**src/rtl/f_fetch_stage.sv**
```systemverilog
`default_nettype none
// ============================================================================
// Module  : f_fetch_stage
// Brief   : F-stage program counter and F/D pipeline register of the MIPS core.
// Revision: 1.0
// ============================================================================
module f_fetch_stage #(
  parameter logic [31:0] PC_RESET = 32'h0000_3000,
  parameter logic [31:0] IM_BASE  = 32'h0000_3000,
  parameter int          IM_WORDS = 4096
) (
  input  logic        clk,
  input  logic        reset,
  input  logic [31:0] Npc,
  input  logic        Stall,
  input  logic        D_Clr,
  input  logic [31:0] IM_Rdata,
  output logic [31:0] F_PC,
  output logic        F_AdEL,
  output logic [31:0] D_PC,
  output logic [31:0] D_Instr,
  output logic        D_Valid,
  output logic        D_AdEL
);

  // Upper fetch bound kept in 33 bits so a base near the top of memory cannot wrap.
  localparam logic [32:0] C_IM_LIMIT = {1'b0, IM_BASE} + (33'(IM_WORDS) << 2);

  logic w_misaligned;
  logic w_below_base;
  logic w_above_limit;

  assign w_misaligned  = (F_PC[1:0] != 2'b00);
  assign w_below_base  = (F_PC < IM_BASE);
  assign w_above_limit = ({1'b0, F_PC} >= C_IM_LIMIT);
  assign F_AdEL        = w_misaligned | w_below_base | w_above_limit;

  always_ff @(posedge clk or posedge reset) begin
    if (reset) begin
      F_PC <= PC_RESET;
    end else if (!Stall) begin
      F_PC <= Npc;
    end
  end

  // Bubble insertion outranks stall; a faulting fetch forwards a nop plus the flag.
  always_ff @(posedge clk or posedge reset) begin
    if (reset) begin
      D_PC    <= PC_RESET;
      D_Instr <= 32'h0;
      D_Valid <= 1'b0;
      D_AdEL  <= 1'b0;
    end else if (D_Clr) begin
      D_PC    <= F_PC;
      D_Instr <= 32'h0;
      D_Valid <= 1'b0;
      D_AdEL  <= 1'b0;
    end else if (!Stall) begin
      D_PC    <= F_PC;
      D_Instr <= F_AdEL ? 32'h0 : IM_Rdata;
      D_Valid <= 1'b1;
      D_AdEL  <= F_AdEL;
    end
  end

endmodule
`default_nettype wire

```
**config.mk**
```make
export PLATFORM = sky130hd
export DESIGN_NAME = f_fetch_stage
export DESIGN_NICKNAME = d
export VERILOG_FILES = /design/src/rtl/f_fetch_stage.sv
export SDC_FILE = /design/constraint.sdc
export NUM_CORES = 1
export LEC_CHECK = 0
export CAP_MARGIN = 20
export CELL_PAD_IN_SITES_DETAIL_PLACEMENT = 1
export CELL_PAD_IN_SITES_GLOBAL_PLACEMENT = 1
export CORE_MARGIN = 4
export CORE_UTILIZATION = 36
export CTS_CLUSTER_DIAMETER = 30
export DETAILED_ROUTE_END_ITERATION = 10
export PLACE_DENSITY_LB_ADDON = 0.12
export SYNTH_ARGS = -nofsm -noshare
export SYNTH_HDL_FRONTEND = slang
export SYNTH_SLANG_ARGS = --single-unit
```
**constraint.sdc**
```tcl
create_clock -name clk -period 5.85 [get_ports clk]
set_input_delay 0.8775 -clock clk [delete_from_list [all_inputs] [get_ports clk]]
set_output_delay 0.8775 -clock clk [all_outputs]
set_load 0.01 [all_outputs]
```
==> flow_metrics.py <==
metrics = {
    "sta": {
        "min_period_ns": 3.28,
        "fin_setup_tns_ns": 0,
        "period_share_pct": 56.0,
        "hold_viol": 0,
        "grt_setup_unrepaired": "false",
        "hold_ws_ns": 0.487,
        "final.setup.worst_slack_ns": 2.57,
        "final_max_slew_viol_count": 0,
        "setup_viol": 0,
        "max_freq_ghz": 0.305,
        "slew_headroom_pct": 31.0,
        "finClkSkew_ns": 0.00557,
        "worst_pin_slew_ns": 1.03,
    },
    "synth": {
        "postSynthCellCount": 296,
        "yosysTopAreaCell": "dfrtp_1",
        "synth_top_area_share_pct": 57.8,
        "yosysWarningCount": 0,
        "synth_area_per_cell_um2": 13.8,
        "ys_ff_latch": 98,
        "syn-num-nets": 364,
        "seq_area_frac_synth_pct": 60.4,
        "synth.distinct_cells": 24,
        "yosys-top-cells-area": "dfrtp_1 (58%), o31ai_2 (9.2%), mux2_1 (8.9%)",
        "synthesis.area_um2": 4070,
    },
    "clocking": {
        "cts_tree": "yes",
        "cts.clk_slew.worst_paths_ns": 0.07,
        "htreeDepth": 3,
        "cts.hold.buffers_added": 0,
        "root_buffer": "clkbuf_16",
        "cts.sinks": 98,
        "cts_setup_buffers": 0,
        "numCtsBuffers": 9,
        "insertion_delay_ns": 0.33,
        "cts_resized": 0,
        "clk_path_buf_depth": 2,
    },
    "drt": {
        "antenna_left": 0,
        "drc_errors": 0,
        "first_pass_iters": 4,
        "wl_um": 11400,
        "initialDrtViolationCount": 123,
        "drt-vias-per-instance": 4.89,
        "dr_total_vias": 2956,
        "wl_per_cell_um": 18.8,
    },
    "placed_design": {
        "globalplace.congestion": 0.727,
        "detailedPlace.worstSlack_ns": 2.36,
        "io_buffers": 166,
        "dp_hpwl_um": 8010,
    },
    "worst_setup_path": {
        "criticalPathCategory": "register to primary output",
        "cp-start-kind": "register",
        "end_kind": "primary output",
        "worstPathMaxFanout": 34,
        "worstPathRequired_ns": 4.97,
        "critical_path_arrival_ns": 2.40,
    },
    "finish": {
        "syn2layout_area_growth_pct": 51.3,
        "finalNetCount": 527,
        "fin_util_pct": 56.3,
        "fillCellCount": 1133,
        "antenna_cells": 0,
        "drive_gt1_share_pct": 21.1,
    },
    "hold_path": {
        "hp-class": "register to register",
    },
    "floorplan": {
        "die_y_um": 114,
        "core-area_um2": 10900,
        "die_w_um": 114,
        "start_util_pct": 37.2,
        "dieArea_um2": 13100,
        "core.rowCount": 38,
        "ios": 167,
    },
    "global_route": {
        "grt-ovfl-total": 0,
        "grt_max_degree": 54,
        "grt_pass1_vias": 3395,
        "grtUsageTotal_pct": 17.8,
        "grt_pass1_wl_um": 18200,
        "antenna_found_initial": 0,
    },
    "flow_run": {
        "cap_violations": 0,
    },
    "status": {
        "status": "completed",
    },
    "power_and_ir_drop": {
        "p_leak_nw": 2.50,
        "vdd_ir_drop_max_mv": 0.159,
        "powerDensity_nw_per_um2": 272,
    },
}
## layout make-up
cell class	count	area [µm²]	share of cell area, %
inverter	3	13.8	0.223
clock inverter	4	48.8	0.792
timing repair buffer	172	1700	27.6
clock buffer	12	267	4.33
sequential	98	2460	39.9
tap	140	175	2.84
multi-input combinational	175	1500	24.3
## cells in the mapped netlist
library cell and instances:
o31ai_2 30, buf_6 3, nor4_2 4, or2_1 1, nand2_1 64, o31ai_1 2
mux2_1 32, nand4_2 1, a21boi_1 1, dfstp_2 4, a21oi_1 2, buf_2 6
nor3_1 1, dfrtp_1 94, inv_1 3, nor2b_1 1, o21ai_1 1, mux2_2 32
and3b_1 1, clkbuf_1 2, o31a_1 1, nor2_1 1, buf_1 3, buf_4 6
## sequential cells by signal, indices dropped and copies added (netlist names)
name and count:
D_AdEL 1, D_PC 32, F_PC 32, D_Instr 32, D_Valid 1
## cell usage in the layout (no fill, tap or decap)
| cell | count |
|---|---|
| nor4_2 | 4 |
| o31ai_2 | 30 |
| inv_1 | 2 |
| nand4_2 | 1 |
| o21ai_4 | 1 |
| inv_4 | 1 |
| or2_1 | 1 |
| clkinv_4 | 1 |
| mux2_2 | 32 |
| clkdlybuf4s50_1 | 165 |
| bufinv_16 | 1 |
| nor3_1 | 1 |
| nand2_1 | 64 |
| dfstp_2 | 4 |
| clkbuf_16 | 9 |
| a21oi_1 | 2 |
| nor2_2 | 1 |
| clkinv_2 | 2 |
| mux2_1 | 32 |
| buf_4 | 6 |
| o31a_1 | 1 |
| nor2b_4 | 1 |
| and3b_1 | 1 |
| dfrtp_1 | 94 |
| o31ai_1 | 2 |
| buf_2 | 1 |
| a21boi_1 | 1 |
| clkbuf_8 | 3 |
## critical path: stages, from the launching register on
cell and delay (ns):
dfrtp_1 0.44, nor4_2 0.37, nand4_2 0.12, buf_4 0.32, or2_1 0.30, clkdlybuf4s50_1 0.49
## layer usage
metal	up-vias	share of wire (%)	routed length, µm	GRT usage (%)
li1	1355	-	-	-
met2	100	50	5680	31.0
met3	8	9.0	1020	6.87
met5	-	0	0	0
met1	1493	40	4580	20.9
met4	0	0.66	75	4.04
## stage by stage
step	std cells	total power, mW	area, µm²
after floorplan	296	0.888	4070
after global placement	588	1.07	5840
after detailed placement	588	1.08	5840
after CTS	604	1.70	6160
after global routing	604	1.75	6160
final	604	1.68	6160
## power by group
group / leakage, nW / switching [mW] / total [mW] / internal [mW]
Sequential: 1.22 / 0.0429 / 0.776 / 0.733
Combinational: 1.12 / 0.116 / 0.287 / 0.170
Clock: 0.159 / 0.249 / 0.615 / 0.366
## cell families (layout without fill, tap and decap cells)
group / count (synthesis) / in the layout / share of synthesized area (%)
flip-flops: 98 / 98 / 60.4
AO/OA/AOI/OAI: 37 / 37 / 10.4
buffers and inverters: 23 / 191 / 3.41
AND/OR/NAND/NOR: 74 / 74 / 8.17
multiplexers: 64 / 64 / 17.7
## final timing paths
path | startpoint | end | slack [ns] | cells after the start
min in group asynchronous | reset | D_Instr[21]$_DFFE_PP0P_ | 0.97 | 2
worst max register to register | F_PC[16]$_DFFE_PP0N_ | D_AdEL$_DFFE_PP0P_ | 4.13 | 4
max in group asynchronous | reset | D_PC[17]$_DFFE_PP0P_ | 3.77 | 3
worst min register to register | D_Instr[5]$_DFFE_PP0P_ | D_Instr[5]$_DFFE_PP0P_ | 0.49 | 2
worst min-delay path | D_Instr[5]$_DFFE_PP0P_ | D_Instr[5]$_DFFE_PP0P_ | 0.49 | 2
worst max-delay path | F_PC[16]$_DFFE_PP0N_ | F_AdEL | 2.57 | 5
No activity file was read; power rests on OpenSTA's default activity.
